### src/rtl/frame_buffer_scheduler_if.sv
// Frame-buffer scheduler bus bundle.
// Groups the VGA fetch port, the convolution access port, the bank-swap
// status and the single-port RAM port into one interface.
//   slave  : seen by frame_buffer_scheduler
//   master : seen by whatever drives the requests and models the RAM
// Optional macro STARVE_STAT_EN adds conv_max_wait[15:0].
interface frame_buffer_scheduler_if #(
    parameter int unsigned PIX_W  = 4,
    parameter int unsigned ADDR_W = 18
);
    // VGA fetch port
    logic              vga_req;
    logic [9:0]        vga_x;
    logic [9:0]        vga_y;
    logic              vga_frame_start;
    logic [PIX_W-1:0]  vga_pixel;
    logic              vga_pixel_valid;
    logic              display_image;
    // Convolution access port
    logic              conv_req;
    logic              conv_we;
    logic [ADDR_W-2:0] conv_addr;
    logic [PIX_W-1:0]  conv_wdata;
    logic              conv_gnt;
    logic              conv_rvalid;
    logic [PIX_W-1:0]  conv_rdata;
    logic              conv_frame_done;
    // Bank swap status
    logic              swap_pending;
    logic              frame_swapped;
    logic              front_bank;
    // RAM port
    logic              mem_en;
    logic              mem_we;
    logic [ADDR_W-1:0] mem_addr;
    logic [PIX_W-1:0]  mem_wdata;
    logic [PIX_W-1:0]  mem_rdata;
`ifdef STARVE_STAT_EN
    logic [15:0]       conv_max_wait;
`endif

    modport slave (
`ifdef STARVE_STAT_EN
        output conv_max_wait,
`endif
        input  vga_req, vga_x, vga_y, vga_frame_start,
        output vga_pixel, vga_pixel_valid, display_image,
        input  conv_req, conv_we, conv_addr, conv_wdata, conv_frame_done,
        output conv_gnt, conv_rvalid, conv_rdata,
        output swap_pending, frame_swapped, front_bank,
        output mem_en, mem_we, mem_addr, mem_wdata,
        input  mem_rdata
    );

    modport master (
`ifdef STARVE_STAT_EN
        input  conv_max_wait,
`endif
        output vga_req, vga_x, vga_y, vga_frame_start,
        input  vga_pixel, vga_pixel_valid, display_image,
        output conv_req, conv_we, conv_addr, conv_wdata, conv_frame_done,
        input  conv_gnt, conv_rvalid, conv_rdata,
        input  swap_pending, frame_swapped, front_bank,
        input  mem_en, mem_we, mem_addr, mem_wdata,
        output mem_rdata
    );
endinterface

### src/rtl/frame_buffer_scheduler.sv
// Frame-buffer scheduler.
// Shares one single-port grayscale RAM between the VGA output stage and the
// convolution engine, with double buffering: VGA and convolution reads use
// the front bank, convolution writes go to the back bank. Banks swap on a
// VGA frame start once the convolution engine has reported a finished frame.
// VGA always wins arbitration; read data returns exactly 2 cycles after the
// request edge for both requesters.
// Ports:
//   clk   - system clock
//   reset - asynchronous, active-high reset
//   bus   - frame_buffer_scheduler_if.slave (VGA, conv, swap status, RAM)
// Optional macro STARVE_STAT_EN adds bus.conv_max_wait, the longest number
// of cycles a convolution request has waited for a grant (saturating).
module frame_buffer_scheduler #(
    parameter int unsigned IMG_W  = 320,
    parameter int unsigned IMG_H  = 240,
    parameter int unsigned PIX_W  = 4,
    parameter int unsigned ADDR_W = 18
) (
    input logic                      clk,
    input logic                      reset,
    frame_buffer_scheduler_if.slave  bus
);
    localparam int unsigned FRAME_PIX = IMG_W * IMG_H;

    typedef enum logic { SWAP_IDLE, SWAP_PENDING } swap_state_t;
    typedef enum logic [1:0] { TAG_NONE, TAG_VGA, TAG_CONV } tag_kind_t;
    typedef struct packed {
        tag_kind_t kind;
        logic      in_range;
    } tag_t;

    swap_state_t       state, state_next;
    logic              swap_now;
    logic              front_bank_q, frame_swapped_q;
    logic              conv_gnt;
    logic [31:0]       vga_x32, vga_y32, conv_lin, vga_lin;
    logic [31:0]       front_base, back_base;
    logic              vga_in_range, conv_in_range;
    logic              issue_en, issue_we;
    logic [ADDR_W-1:0] issue_addr;
    tag_t              issue_tag, tag1, tag2;
    logic              mem_en_q, mem_we_q;
    logic [ADDR_W-1:0] mem_addr_q;
    logic [PIX_W-1:0]  mem_wdata_q;
    logic              vga_valid_q, display_q, conv_rvalid_q;
    logic [PIX_W-1:0]  vga_pixel_q, conv_rdata_q;

    // A pending swap blocks the convolution engine until the banks flip.
    assign conv_gnt = bus.conv_req && !bus.vga_req && (state != SWAP_PENDING);

    // Address arithmetic is done at 32 bits and truncated only at the RAM.
    always_comb begin
        vga_x32       = 32'(bus.vga_x);
        vga_y32       = 32'(bus.vga_y);
        conv_lin      = 32'(bus.conv_addr);
        vga_lin       = vga_y32 * IMG_W + vga_x32;
        front_base    = front_bank_q ? FRAME_PIX : 32'd0;
        back_base     = front_bank_q ? 32'd0 : FRAME_PIX;
        vga_in_range  = (vga_x32 < IMG_W) && (vga_y32 < IMG_H);
        conv_in_range = conv_lin < FRAME_PIX;
    end

    // Per-cycle slot selection. Out-of-range accesses still carry a tag so
    // the requester sees a (zero) response, but never touch the RAM.
    always_comb begin
        issue_en   = 1'b0;
        issue_we   = 1'b0;
        issue_addr = '0;
        issue_tag  = '{kind: TAG_NONE, in_range: 1'b0};
        if (bus.vga_req) begin
            issue_tag  = '{kind: TAG_VGA, in_range: vga_in_range};
            issue_en   = vga_in_range;
            issue_addr = ADDR_W'(front_base + vga_lin);
        end else if (conv_gnt) begin
            if (bus.conv_we) begin
                issue_en   = conv_in_range;
                issue_we   = conv_in_range;
                issue_addr = ADDR_W'(back_base + conv_lin);
            end else begin
                issue_tag  = '{kind: TAG_CONV, in_range: conv_in_range};
                issue_en   = conv_in_range;
                issue_addr = ADDR_W'(front_base + conv_lin);
            end
        end
    end

    // RAM command register and the 2-stage tag pipeline that follows the
    // RAM's one-cycle read latency.
    always_ff @(posedge clk or posedge reset) begin
        if (reset) begin
            mem_en_q    <= 1'b0;
            mem_we_q    <= 1'b0;
            mem_addr_q  <= '0;
            mem_wdata_q <= '0;
            tag1        <= '{kind: TAG_NONE, in_range: 1'b0};
            tag2        <= '{kind: TAG_NONE, in_range: 1'b0};
        end else begin
            mem_en_q <= issue_en;
            mem_we_q <= issue_we;
            if (issue_en) begin
                mem_addr_q  <= issue_addr;
                mem_wdata_q <= bus.conv_wdata;
            end
            tag1 <= issue_tag;
            tag2 <= tag1;
        end
    end

    // Steer returning RAM data to whichever requester owns the slot.
    always_ff @(posedge clk or posedge reset) begin
        if (reset) begin
            vga_valid_q   <= 1'b0;
            display_q     <= 1'b0;
            vga_pixel_q   <= '0;
            conv_rvalid_q <= 1'b0;
            conv_rdata_q  <= '0;
        end else begin
            vga_valid_q   <= (tag2.kind == TAG_VGA);
            display_q     <= (tag2.kind == TAG_VGA) && tag2.in_range;
            vga_pixel_q   <= ((tag2.kind == TAG_VGA) && tag2.in_range)
                             ? bus.mem_rdata : '0;
            conv_rvalid_q <= (tag2.kind == TAG_CONV);
            conv_rdata_q  <= ((tag2.kind == TAG_CONV) && tag2.in_range)
                             ? bus.mem_rdata : '0;
        end
    end

    // Swap FSM state register and bank select.
    always_ff @(posedge clk or posedge reset) begin
        if (reset) begin
            state           <= SWAP_IDLE;
            front_bank_q    <= 1'b0;
            frame_swapped_q <= 1'b0;
        end else begin
            state           <= state_next;
            front_bank_q    <= front_bank_q ^ swap_now;
            frame_swapped_q <= swap_now;
        end
    end

    // Done and frame start together in IDLE swap at once; a second done
    // while PENDING changes nothing.
    always_comb begin
        state_next = state;
        swap_now   = 1'b0;
        case (state)
            SWAP_IDLE: begin
                if (bus.conv_frame_done && bus.vga_frame_start) begin
                    swap_now = 1'b1;
                end else if (bus.conv_frame_done) begin
                    state_next = SWAP_PENDING;
                end
            end
            SWAP_PENDING: begin
                if (bus.vga_frame_start) begin
                    swap_now   = 1'b1;
                    state_next = SWAP_IDLE;
                end
            end
            default: state_next = SWAP_IDLE;
        endcase
    end

`ifdef STARVE_STAT_EN
    logic [15:0] wait_cnt, wait_next, max_wait;

    always_comb begin
        wait_next = (wait_cnt == 16'hFFFF) ? wait_cnt : wait_cnt + 16'd1;
    end

    // Wait counter runs while a conv request is refused; the maximum sticks.
    always_ff @(posedge clk or posedge reset) begin
        if (reset) begin
            wait_cnt <= '0;
            max_wait <= '0;
        end else if (bus.conv_req && !conv_gnt) begin
            wait_cnt <= wait_next;
            if (wait_next > max_wait) max_wait <= wait_next;
        end else begin
            wait_cnt <= '0;
        end
    end

    assign bus.conv_max_wait = max_wait;
`endif

    assign bus.conv_gnt        = conv_gnt;
    assign bus.swap_pending    = (state == SWAP_PENDING);
    assign bus.frame_swapped   = frame_swapped_q;
    assign bus.front_bank      = front_bank_q;
    assign bus.mem_en          = mem_en_q;
    assign bus.mem_we          = mem_we_q;
    assign bus.mem_addr        = mem_addr_q;
    assign bus.mem_wdata       = mem_wdata_q;
    assign bus.vga_pixel       = vga_pixel_q;
    assign bus.vga_pixel_valid = vga_valid_q;
    assign bus.display_image   = display_q;
    assign bus.conv_rvalid     = conv_rvalid_q;
    assign bus.conv_rdata      = conv_rdata_q;
endmodule

### src/flat_wrapper.sv
// flat-port wrapper written by rule: the top's interface ports become plain ports
module frame_buffer_scheduler_flat 
#(
    parameter int unsigned IMG_W  = 320,
    parameter int unsigned IMG_H  = 240,
    parameter int unsigned PIX_W  = 4,
    parameter int unsigned ADDR_W = 18
)
  (clk, reset, bus_vga_req, bus_vga_x, bus_vga_y, bus_vga_frame_start, bus_vga_pixel, bus_vga_pixel_valid, bus_display_image, bus_conv_req, bus_conv_we, bus_conv_addr, bus_conv_wdata, bus_conv_frame_done, bus_conv_gnt, bus_conv_rvalid, bus_conv_rdata, bus_swap_pending, bus_frame_swapped, bus_front_bank, bus_mem_en, bus_mem_we, bus_mem_addr, bus_mem_wdata, bus_mem_rdata);
  frame_buffer_scheduler_if #(.PIX_W(PIX_W), .ADDR_W(ADDR_W)) bus_i ();
  input logic clk;
  input logic reset;
  input wire logic [$bits(bus_i.vga_req)-1:0] bus_vga_req;
  input wire logic [$bits(bus_i.vga_x)-1:0] bus_vga_x;
  input wire logic [$bits(bus_i.vga_y)-1:0] bus_vga_y;
  input wire logic [$bits(bus_i.vga_frame_start)-1:0] bus_vga_frame_start;
  output wire logic [$bits(bus_i.vga_pixel)-1:0] bus_vga_pixel;
  output wire logic [$bits(bus_i.vga_pixel_valid)-1:0] bus_vga_pixel_valid;
  output wire logic [$bits(bus_i.display_image)-1:0] bus_display_image;
  input wire logic [$bits(bus_i.conv_req)-1:0] bus_conv_req;
  input wire logic [$bits(bus_i.conv_we)-1:0] bus_conv_we;
  input wire logic [$bits(bus_i.conv_addr)-1:0] bus_conv_addr;
  input wire logic [$bits(bus_i.conv_wdata)-1:0] bus_conv_wdata;
  input wire logic [$bits(bus_i.conv_frame_done)-1:0] bus_conv_frame_done;
  output wire logic [$bits(bus_i.conv_gnt)-1:0] bus_conv_gnt;
  output wire logic [$bits(bus_i.conv_rvalid)-1:0] bus_conv_rvalid;
  output wire logic [$bits(bus_i.conv_rdata)-1:0] bus_conv_rdata;
  output wire logic [$bits(bus_i.swap_pending)-1:0] bus_swap_pending;
  output wire logic [$bits(bus_i.frame_swapped)-1:0] bus_frame_swapped;
  output wire logic [$bits(bus_i.front_bank)-1:0] bus_front_bank;
  output wire logic [$bits(bus_i.mem_en)-1:0] bus_mem_en;
  output wire logic [$bits(bus_i.mem_we)-1:0] bus_mem_we;
  output wire logic [$bits(bus_i.mem_addr)-1:0] bus_mem_addr;
  output wire logic [$bits(bus_i.mem_wdata)-1:0] bus_mem_wdata;
  input wire logic [$bits(bus_i.mem_rdata)-1:0] bus_mem_rdata;
  assign bus_i.vga_req = bus_vga_req;
  assign bus_i.vga_x = bus_vga_x;
  assign bus_i.vga_y = bus_vga_y;
  assign bus_i.vga_frame_start = bus_vga_frame_start;
  assign bus_vga_pixel = bus_i.vga_pixel;
  assign bus_vga_pixel_valid = bus_i.vga_pixel_valid;
  assign bus_display_image = bus_i.display_image;
  assign bus_i.conv_req = bus_conv_req;
  assign bus_i.conv_we = bus_conv_we;
  assign bus_i.conv_addr = bus_conv_addr;
  assign bus_i.conv_wdata = bus_conv_wdata;
  assign bus_i.conv_frame_done = bus_conv_frame_done;
  assign bus_conv_gnt = bus_i.conv_gnt;
  assign bus_conv_rvalid = bus_i.conv_rvalid;
  assign bus_conv_rdata = bus_i.conv_rdata;
  assign bus_swap_pending = bus_i.swap_pending;
  assign bus_frame_swapped = bus_i.frame_swapped;
  assign bus_front_bank = bus_i.front_bank;
  assign bus_mem_en = bus_i.mem_en;
  assign bus_mem_we = bus_i.mem_we;
  assign bus_mem_addr = bus_i.mem_addr;
  assign bus_mem_wdata = bus_i.mem_wdata;
  assign bus_i.mem_rdata = bus_mem_rdata;
  frame_buffer_scheduler #(.IMG_W(IMG_W), .IMG_H(IMG_H), .PIX_W(PIX_W), .ADDR_W(ADDR_W)) u_core (.clk(clk), .reset(reset), .bus(bus_i));
endmodule
### config.mk
export PLATFORM = sky130hd
export DESIGN_NAME = frame_buffer_scheduler_flat
export DESIGN_NICKNAME = d
export VERILOG_FILES = /design/src/rtl/frame_buffer_scheduler_if.sv /design/src/rtl/frame_buffer_scheduler.sv /design/src/flat_wrapper.sv
export SDC_FILE = /design/constraint.sdc
export NUM_CORES = 1
export LEC_CHECK = 0
export ABC_CLOCK_PERIOD_IN_PS = 6800
export CORE_AREA = 2 2 57 112
export CTS_CLUSTER_SIZE = 16
export DETAILED_ROUTE_END_ITERATION = 12
export DIE_AREA = 0 0 59 114
export HOLD_SLACK_MARGIN = 0.15
export PLACE_DENSITY = 0.85
export SYNTH_ARGS = -nofsm -noshare
export SYNTH_HDL_FRONTEND = slang
export SYNTH_SLANG_ARGS = --single-unit
export TNS_END_PERCENT = 20
### constraint.sdc
create_clock -name clk -period 6.8 [get_ports clk]
set_clock_uncertainty 0.2 [all_clocks]
set_input_delay 1.7 -clock clk [delete_from_list [all_inputs] [get_ports clk]]
set_output_delay 1.7 -clock clk [all_outputs]
set_load 0.01 [all_outputs]
After elaboration in Yosys (flattened, before gate mapping)
Cells that the tools add are included.
{ "word_totals": {"ff_bits": 44, "wordCells": 57} }
{ "classes": {"addsub": 4, "multipliers": 1, "n_lt_le_gt_ge": 3, "n_eq_ne": 2, "n_mux": 22, "bitwise": 2, "n_reduce_logical": 7} }
{ "op_table": {"columns": ["operator", "n"], "rows": [
  ["$mux W18", 3],
  ["$add A18 B17 Y18", 2],
  ["$mux W17", 2],
  ["$add A18 B10 Y18", 1],
  ["$add A18 B18 Y18", 1],
  ["$lt A17 B17 Y1 const B", 1],
  ["$mul A10 B3 Y12 const B", 1],
  ["$lt A10 B8 Y1 const B", 1],
  ["$lt A10 B9 Y1 const B", 1],
  ["$mux W1", 10],
  ["$mux W3", 3],
  ["$mux W4", 2],
  ["$logic_and A1 B1 Y1", 6],
  ["$pmux W1 S2", 2],
  ["$eq A2 B1 Y1 const B", 1],
  ["$eq A2 B2 Y1 const B", 1],
  ["$logic_not A1 Y1", 1],
  ["$not A1 Y1", 1],
  ["$xor A1 B1 Y1", 1]
]} }

Longest topological paths before layout
Gate-level depths: netlist of the first run.
{ "depth": {"ltp_word": 5, "mapped_depth": 13} }

Worst setup path after synthesis of the first run
Ideal clock, no wire load.
{ "synth_timing": {"kind": "input to register", "start": "in bus_vga_y[1]", "end": "reg u_core.mem_addr_q[17], in the netlist u_core.bus.mem_addr[17]", "setup_time_ns": 0.092, "arrival_time_ns": 4.288, "required_ns": 6.508, "slack_ns": 2.220, "cell_stages": 13, "n_path_buf": 0, "path_cell_list": "ha_1 > ha_1 > fa_1 > a21oi_1 > inv_1 > a21oi_1 > xnor2_1 > ha_1 > inv_1 > a2111oi_2 > o2111ai_1 > and3_1 > o31ai_2"} }
{ "synth_via": {"elab_chain_len": 4, "elab_cells_between_ends": 7, "cone_classes": "2 x add/sub; 1 x mul; 1 x order compare; 2 x mux; 1 x reduce/logical"} }
{ "synth_rtl": {"columns": ["element", "line_no", "rtl"], "rows": [
  ["from (decl)", "flat_wrapper.sv:15", "input wire logic [$bits(bus_i.vga_y)-1:0] bus_vga_y;"],
  ["$mul A10 B3 Y12", "frame_buffer_scheduler.sv:57", "vga_lin = vga_y32 * IMG_W + vga_x32;"],
  ["$add A18 B10 Y18", "frame_buffer_scheduler.sv:57", null],
  ["$add A18 B18 Y18", "frame_buffer_scheduler.sv:74", "issue_addr = ADDR_W'(front_base + vga_lin);"],
  ["$mux W18", "frame_buffer_scheduler.sv:71", "if (bus.vga_req) begin"],
  ["to (signal assigned)", "frame_buffer_scheduler.sv:102", "mem_addr_q <= issue_addr;"],
  ["to (decl)", "frame_buffer_scheduler.sv:44", "logic [ADDR_W-1:0] mem_addr_q;"]
]} }
Several ways; a longest one is shown, not always the timed one.
A chain may end at the register's enable or synchronous reset.

Worst setup path after layout of the first run
{ "layout_timing": {"start": "in bus_vga_req", "end": "out bus_conv_gnt"} }
{ "layout_via": {"elab_chain_len": 3} }
{ "layout_rtl": {"columns": ["element", "line_no", "rtl"], "rows": [
  ["from (decl)", "flat_wrapper.sv:13", "input wire logic [$bits(bus_i.vga_req)-1:0] bus_vga_req;"],
  ["$logic_not A1 Y1", "frame_buffer_scheduler.sv:50", "assign conv_gnt = bus.conv_req && !bus.vga_req && (state != SWAP_PENDING);"],
  ["$logic_and A1 B1 Y1 (2 in series)", "frame_buffer_scheduler.sv:50", null],
  ["to (decl)", "flat_wrapper.sv:25", "output wire logic [$bits(bus_i.conv_gnt)-1:0] bus_conv_gnt;"]
]} }
No other way between the ends.

==> results of run 1 <==
## area by class of cell
class                      count  area (um^2)
clock inverter                 2         38.8
fill                         479         2050
sequential                    44         1100
multi-input combinational    194         1500
inverter                      18         67.6
tap                           63         78.8
clock buffer                   6          139
timing repair buffer          94          933
## logic make-up (layout without fill, tap and decap cells)
logic type,after synthesis,after routing
buffers and inverters,25,120
adder cells (fa/ha/maj),31,31
XOR/XNOR,20,20
multiplexers,6,6
AO/OA/AOI/OAI,69,69
AND/OR/NAND/NOR,68,68
flip-flops,44,44
## worst max-delay path, delay by kind of cell
kind / cells / cell delay [ps]
buffers and inverters: 4 / 1670
and+or+nand+nor: 1 / 480
## path summary, 6_finish.rpt
| kind | slack [ps] | cells past startpoint | endpoint | startpoint |
|---|---|---|---|---|
| min in group asynchronous | 1660 | 3 | u_core.bus.conv_rdata[0]$_DFF_PP0_ | reset |
| min | 160 | 0 | u_core.tag2[2]$_DFF_PP0_ | u_core.tag1[2]$_DFF_PP0_ |
| max | 1050 | 5 | bus_conv_gnt | bus_vga_req |
| min reg2reg | 160 | 0 | u_core.tag2[2]$_DFF_PP0_ | u_core.tag1[2]$_DFF_PP0_ |
| max reg2reg | 4070 | 9 | u_core.bus.mem_addr[16]$_DFFE_PP0P_ | u_core.bus.front_bank$_DFF_PP0_ |
| max in group asynchronous | 4370 | 3 | u_core.bus.mem_addr[17]$_DFFE_PP0P_ | reset |
## cell usage after synthesis (4+ instances only)
cell | number | area [um^2]
nand2_1 | 21 | 78.8
dfrtp_1 | 44 | 1100
inv_1 | 18 | 67.6
nand3_1 | 6 | 30.0
mux2_2 | 4 | 45.0
a21oi_1 | 13 | 65.1
xnor2_1 | 9 | 78.8
a22oi_1 | 9 | 67.6
ha_1 | 28 | 350
o211ai_1 | 4 | 30.0
a21o_1 | 4 | 30.0
and3_1 | 9 | 56.3
nor2b_1 | 6 | 37.5
nor2_1 | 12 | 45.0
o21ai_1 | 5 | 25.0
xor2_1 | 11 | 96.3
o21ai_0 | 10 | 50.1
buf_2 | 5 | 25.0
## sequential cells by signal, summed over array words and instances (netlist names)
name                        count
u_core.bus.frame_swapped        1
u_core.bus.vga_pixel_valid      1
u_core.bus.mem_wdata            4
u_core.bus.conv_rvalid          1
u_core.bus.swap_pending         1
u_core.bus.front_bank           1
u_core.tag1                     3
u_core.bus.vga_pixel            4
u_core.bus.display_image        1
u_core.bus.mem_we               1
u_core.bus.mem_en               1
u_core.bus.conv_rdata           4
u_core.bus.mem_addr            18
u_core.tag2                     3
## power by group through the flow
stage / Clock [W] / Combinational, W / Sequential [W]
after global routing: 0.000296 / 0.000526 / 0.000346
final: 0.000280 / 0.000478 / 0.000340
after global placement: 0 / 0.000454 / 0.000343
after floorplan: 0 / 0.000266 / 0.000359
after CTS: 0.000283 / 0.000482 / 0.000340
after detailed placement: 0 / 0.000474 / 0.000343
## metal layers
layer	vias up	global-route usage (%)	part of all wire, %
met1	1134	25.1	39
met5	-	0	0
li1	1132	-	-
met3	12	4.31	7.0
met2	85	38.8	52
met4	0	5.45	1.5
## through the flow
stage          cell area, um^2  cells  total power, W  util, %  setup WS [ps]
5_1_grt                   3860    421         0.00117     65.3            904
6_report                  3860    421         0.00110     65.3           1050
3_5_place_dp              3670    412        0.000818     62.1           1060
3_3_place_gp              3670    412        0.000798     62.1           1080
2_1_floorplan             2700    263        0.000625        -           2220
4_1_cts                   3860    421         0.00111     65.3           1030
## cells in the final DEF, fill, tap and decap left out, types with 2 or more instances in the layout
cell type / count
mux2i_1: 2
mux2_2: 4
a22oi_1: 9
a221oi_1: 3
buf_4: 3
or3_1: 2
o21bai_1: 3
nor2_1: 12
o221ai_1: 2
xor2_1: 11
a21o_1: 4
o211ai_1: 4
nand2b_1: 3
clkbuf_16: 5
nor2b_1: 5
xnor2_1: 9
nand3_1: 6
dfrtp_1: 44
o21a_1: 2
nor3_1: 3
inv_1: 17
a21oi_1: 13
o2111ai_1: 3
clkdlybuf4s50_1: 90
a211o_1: 2
o21ai_0: 10
nand2_1: 21
and2_1: 2
fa_1: 3
a2111oi_2: 2
and3_1: 9
ha_1: 28
o21ai_1: 5
==> impl_summary.md, run 1 <==
Routing
The number of antenna-violating nets in the routed design is 0. The per-cell routed wire length is 16.1 um. The number of detailed-route iterations in the first pass is 4. For this run, design rule violations remaining after detail routing come to 0. Using the TritonRoute via totals, the vias-per-cell ratio works out to 5.61. The total routed wirelength is between 6000 and 7000 um.

The count of routing violations after the opening detailed-route iteration is 113. For this block, the via count after detailed routing is roughly 2,400.

Timing
The worst pin sits at a relative slew slack of 64.0%. The max-slew violation count was 0. For this run, the top clock speed supported by timing is roughly 0.17 GHz.

The final period demand of the worst path is 5750 ps. The slew of the pin with the lowest slew margin is between 500 and 600 ps. Setup violations remaining at the end of the flow were counted as 0. For the final routed database, the setup TNS stands at 0 ps. The share of the clock period used by the worst path after layout is 84.6%. The tightest hold margin is 157 ps. Setup repair after global routing left no endpoint under its margin. The count of endpoints failing hold in the final timing report is 0.

Floorplan
The initial utilization of the core area, before any placement, comes to 45.8%. The number of top-level pins is 91. The die outline area is 6730 um^2.

The total area inside the core boundary comes to roughly 5900 um^2. In this run the horizontal extent of the chip is 59 um. The floorplan die height is about 110 um. The initialized floorplan defines 40 standard-cell rows.

GRT
The initial antenna violation count is 0. The first-pass GRT wire length is 11,200 um. The total global-route track usage is 21.5%. The via count of the first global-routing pass is 2,422.

Entering global routing, the biggest net connects between 40 and 50 pins. For this run the aggregate overflow at the end of global routing stands at 0.

CTS
The post-CTS setup-driven buffer insertion count is 0. No sink is reached through more buffers than the 2 on the longest clock path. The later pin in the worst-skew pair is clocked with a latency of 280 ps. The clock tree from TritonCTS is yes.

Buffers inserted to repair hold after CTS numbered 1. Clock-pin slew was measured on the worst setup and hold paths at around 60 ps. In this run the number of H-tree levels came out at 2. The tree is rooted in a clkbuf_16. The number of clock buffers added by TritonCTS is 5.

The number of gates given a new drive strength after cts is 0. The number of sinks on the clock net is 44.

Yosys
Of the post-synthesis cell area, the part taken by muxes is 2.41%. The post-synthesis register bit count is 44. The number of enable-type register cells in the synthesized netlist is 0. The sequential area share after synthesis is 40.7%. The post-synthesis instance total is 263.

The distinct cell type count of the synthesized netlist is 44. The synthesized-area fraction occupied by ao, oa, aoi and oai cells is 18.8%. The synthesized netlist devotes 6.48% of its cell area to XOR and XNOR gates. The mapped netlist covers 2700 um^2. The number of nets produced by synthesis is 346. Among all flip-flop cells after synthesis, the most frequent one is dfrtp_1. Of the total synthesized cell area, the portion taken by AND, OR, NAND and NOR gates is between 10% and 20%.

The average instance in the mapped netlist occupies 10.3 um^2. The synthesized netlist devotes 15.2% of its cell area to adder and majority cells. By area, the combinational part of the netlist is dominated by compound AO/OA/AOI/OAI gates. Counting flops with an async set or reset pin after synthesis yields a share of 100%. For this run, the number of Yosys warnings is 0.

Cells and area
The number of antenna diodes in the final layout is 0. The final layout contains 440 nets. In the final layout, the share of cells above drive strength 1 is 6.42%.

The area growth from synthesis to layout is 42.6%.

Worst setup path
The arrival time reported for the critical path endpoint is 3850 ps. The kind of start point of the critical path is an input pin. The peak per-stage delay on the critical path is ~640 ps. The critical path goes through clkdlybuf4s50_1 > buf_4 > or3b_1 > inv_1 > clkdlybuf4s50_1. The category of the worst setup path capture point is a primary output.

The maximum net fanout on the critical path is 18. On the critical path, the stage with the largest delay is an instance of clkdlybuf4s50_1. The most prevalent standard cell on the critical path is clkdlybuf4s50_1. The critical path is of the input pin to primary output type. At the worst endpoint, the required time is 4900 ps.

Placement
The congestion estimate from routability-driven global placement came to 0.847. The number of buffer cells added on primary ports is 90. Detailed placement ended at an HPWL of 5290 um.

Power
The share of total power in sequential cells is just over 30%. The proportion of power drawn by combinational gates is between 40% and 50%. The internal portion of the total power is 0.000736 W. The fraction of power spent switching nets is 33.0%. For this design the static power due to leakage is 1.76 nW. Dividing total power by cell area gives a power density of between 200 and 300 nW/um^2. The net switching power is 0.000363 W.

VDD sags by at most 167 uV. The share of total power dissipated in the clock network is 25.5%.

Worst hold path
The class of the tightest hold or removal check is flop to flop.

Job
The max capacitance violation total is 0.

Status
The flow ran to the end, and the final reports show no timing, DRC or antenna violations.
(Power assumes the default switching activity.)
==> run 2, diff against run 1 <==
ABC_CLOCK_PERIOD_IN_PS = 4600   (was 6800)
CORE_AREA = 2 2 60 119   (was 2 2 57 112)
DIE_AREA = 0 0 62 121   (was 0 0 59 114)
PLACE_DENSITY = 0.8   (was 0.85)
clock period = 4.6 ns   (was 6.8 ns; I/O delays follow)
==> impl_summary.md, run 2 (synthesis gave the netlist of run 1 again) <==
Status
Run status: complete, no violations (unchanged).

Worst setup path
The category of the worst setup path capture point is a flop (was primary output). Ordered cell list for the critical path: clkdlybuf4s50_1 > ha_1 > ha_1 > fa_1 > a21oi_2 > inv_1 > a21oi_1 > xnor2_1 > ha_1 > inv_1 > a2111oi_4 > o2111ai_1 > and3_1 > o31ai_2 (was clkdlybuf4s50_1 > buf_4 > or3b_1 > inv_1 > clkdlybuf4s50_1). The depth of the worst register-to-register path is 9 (unchanged). The critical path required time is 4590 ps (was 4900 ps). The endpoint of the worst register-to-register path is u_core.bus.mem_addr[16]$_DFFE_PP0P_ (unchanged).

The most prevalent standard cell on the critical path was ha_1 (was clkdlybuf4s50_1). The critical register-to-register path startpoint is u_core.bus.front_bank$_DFF_PP0_ (unchanged). The kind of critical path is input pin to flop (was input pin to primary output). The maximum net fanout on the critical path came to 3 (was 18). The peak per-stage delay on the critical path came to 470 ps (was 640 ps).

The kind of start point of the critical path was an input pin (unchanged). The cell type of the slowest stage on the worst timing path is clkdlybuf4s50_1 (unchanged). The arrival time reported for the critical path endpoint is 4360 ps (was 3850 ps).

The minimum setup slack among reg-to-reg paths is 1840 ps (was 4070 ps).

Power
The net switching power came to 0.000536 W (was 0.000363 W). The internal power summed over all cells is 0.00104 W (was 0.000736 W). The power per cell area is 403 nW/um^2 (was 285 nW/um^2). The leakage power total is 1.77 nW (was 1.76 nW). The proportion of power drawn by combinational gates is 47.1% (was 43.5%).

The clock group share of total power is 21.1% (was 25.5%). The maximum vdd drop is 194 uV (was 167 uV). The fraction of power spent switching nets was 34.1% (was 33.0%). The share of total power in sequential cells is 31.8% (was 30.9%).

GRT
The first-pass GRT wire length is 11,400 um (was 11,200 um). The total global-route track usage is 20.5% (was 21.5%). The total global routing overflow is 0 (unchanged). The initial antenna violation count was 0 (unchanged). The maximum number of pins on one net before global-route repair was 45 (unchanged). The via count of the first global-routing pass came to 2,499 (was 2,422).

CTS
The hold buffer count at cts came to 0 (was 1). The clock transition at the register clock pins on the worst setup and hold paths after CTS is 60 ps (about the same). The number of sinks on the clock net came to 44 (unchanged). The maximum number of buffers from clock root to sink is 2 (unchanged). The clock tree from TritonCTS is yes (unchanged). The later-pin clock latency in the skew report is 280 ps (about the same). The post-CTS setup-driven buffer insertion count was 0 (unchanged). The clock root buffer is clkbuf_16 (unchanged).

The number of buffers created by CTS came to 5 (unchanged). The H-tree depth is 2 (unchanged).

Cells and area
The area growth from synthesis to layout was 44.5% (was 42.6%). The area taken by flip-flops and latches is 1100 um^2 (unchanged). The footprint of the multi-input gates is 1530 um^2 (was 1500 um^2).

Commonest non-fill, non-tap cells in the layout: clkdlybuf4s50_1 (90), dfrtp_1 (44), ha_1 (28) (unchanged). The flip-flop count of the largest register, all copies and words added is 18 (unchanged). The leading cell type in the layout, fill and taps excluded was clkdlybuf4s50_1 (unchanged). The antenna diode count came to 0 (unchanged). The core occupancy in the finished layout is 59.5% (was 65.3%).

The number of fill cells came to 570 (was 479). The fraction of layout cells with a size suffix above 1 is 8.01% (was 6.42%). The net total in the final layout is 445 (was 440). The post-layout instance area is 3910 um^2 (was 3860 um^2).

Timing
Based on the critical path, the design can be clocked at up to 0.229 GHz. The count of endpoints failing hold in the final timing report came to 0 (unchanged). RSZ-0062 raised after global routing: false (unchanged). The final period demand of the worst path is 4360 ps.

The slack of the critical path is 235 ps (was 1050 ps). The final setup violation count is 0 (unchanged). The slew of the pin with the lowest slew margin is 885 ps (was 540 ps).

The tightest hold margin is 155 ps (was 157 ps). The total negative setup slack came to 0 ps (unchanged). The remaining max-slew budget at the tightest pin is 40.9% (was 64.0%). The share of the clock period used by the worst path after layout is 94.9%.

The max-slew violation count came to 0 (unchanged).

Floorplan
The die outline area is 7500 um^2 (was 6730 um^2). The number of rows created at floorplan came to 42 (was 40). The starting density of the core is 41.2% (was 45.8%). The horizontal extent of the die came to 62 um (was 59 um). The number of top-level pins is 91 (unchanged). The area of the core is 6570 um^2 (was 5910 um^2). The floorplan die height is 121 um (was 114 um).

Routing
The total DRC errors in the routed layout was 0 (unchanged). The count of routing violations after the opening detailed-route iteration came to 51 (was 113). The per-cell routed wire length is 15.6 um (was 16.1 um). The number of detailed-route iterations in the first pass is 4 (unchanged). The total routed wirelength is 7000 um (was 6780 um).

The total via count after detailed routing was 2,372 (was 2,363). The mean number of vias per cell came to 5.27 (was 5.61). The number of antenna-violating nets in the routed design is 0 (unchanged).

Worst hold path
The worst min-delay path startpoint was u_core.tag1[1]$_DFF_PP0_ (was u_core.tag1[2]$_DFF_PP0_). The class of the tightest hold or removal check was flop to flop (unchanged). The terminating pin of the worst hold path is u_core.tag2[1]$_DFF_PP0_ (was u_core.tag2[2]$_DFF_PP0_). The number of cells on the worst hold path is 0 (unchanged).

Placement
The cell area reported after detailed placement came to 3740 um^2 (was 3670 um^2). The detailed placement HPWL came to 5580 um (was 5290 um). The number of buffer cells added on primary ports is 90 (unchanged).

The pre-CTS worst setup slack is -72.4 ps (was 1060 ps). The routability congestion estimate from global placement came to 0.888 (was 0.847).

Job
The max capacitance violation total is 0 (unchanged).
-- run 2: cell count changes in the layout (fill, tap and decap cells not counted), sizes merged --
cell	change
dlygate4sd3	-1
bufinv	-1
inv	+1
clkinv	-1
buf	+6
-- run 2: routing by layer --
layer / track usage, % / wire, um
met3: 2.67 / 340
met1: 20.8 / 2360
met4: 10.5 / 260
met2: 37.5 / 4040
met5: 0 / 0
-- run 2: power groups by stage --
stage	Clock (W)	Combinational [W]	Sequential (W)
6_report	0.000333	0.000741	0.000500
5_1_grt	0.000355	0.000820	0.000509
4_1_cts	0.000338	0.000724	0.000500
3_5_place_dp	0	0.000719	0.000507
3_3_place_gp	0	0.000695	0.000505
2_1_floorplan	0	0.000393	0.000531
-- run 2: cell type report --
type | instances | share of cell area, %
flip-flops and latches | 44 | 28.2
multi-input cells | 194 | 39.1
clock inverters | 1 | 0.128
repair buffers | 99 | 24.8
clock buffers | 6 | 3.30
inverters | 18 | 1.73
well taps | 88 | 2.82
-- run 2: how the worst max path moves through the flow --
stage,start,endpoint,depth (start not counted)
CTS,bus_vga_y[1],u_core.bus.mem_addr[17]$_DFFE_PP0P_,14
detailed placement,bus_vga_y[1],u_core.bus.mem_addr[17]$_DFFE_PP0P_,14
global route,bus_vga_y[1],u_core.bus.mem_addr[17]$_DFFE_PP0P_,14
finish,bus_vga_y[1],u_core.bus.mem_addr[17]$_DFFE_PP0P_,14
floorplan,bus_vga_y[1],u_core.bus.mem_addr[17]$_DFFE_PP0P_,13
global placement,bus_vga_y[1],u_core.bus.mem_addr[17]$_DFFE_PP0P_,14
-- run 2: through the flow --
stage               power (W)  cells
floorplan            0.000923    263
global placement      0.00120    443
detailed placement    0.00123    443
CTS                   0.00156    450
global route          0.00168    450
finish                0.00157    450
-- run 2: repair_timing --
action | in CTS | in global routing
resized for setup | 0 | 3
endpoints found under the hold margin | 0 | 0
setup endpoints to repair | 0 | 1
-- run 2: critical path, delay by kind of cell --
kind            cells  cell delay (ps)
xor+xnor            1               90
compound gates      5             1020
buf+inv             3              620
fa+ha+maj           4             1240
simple gates        1              230
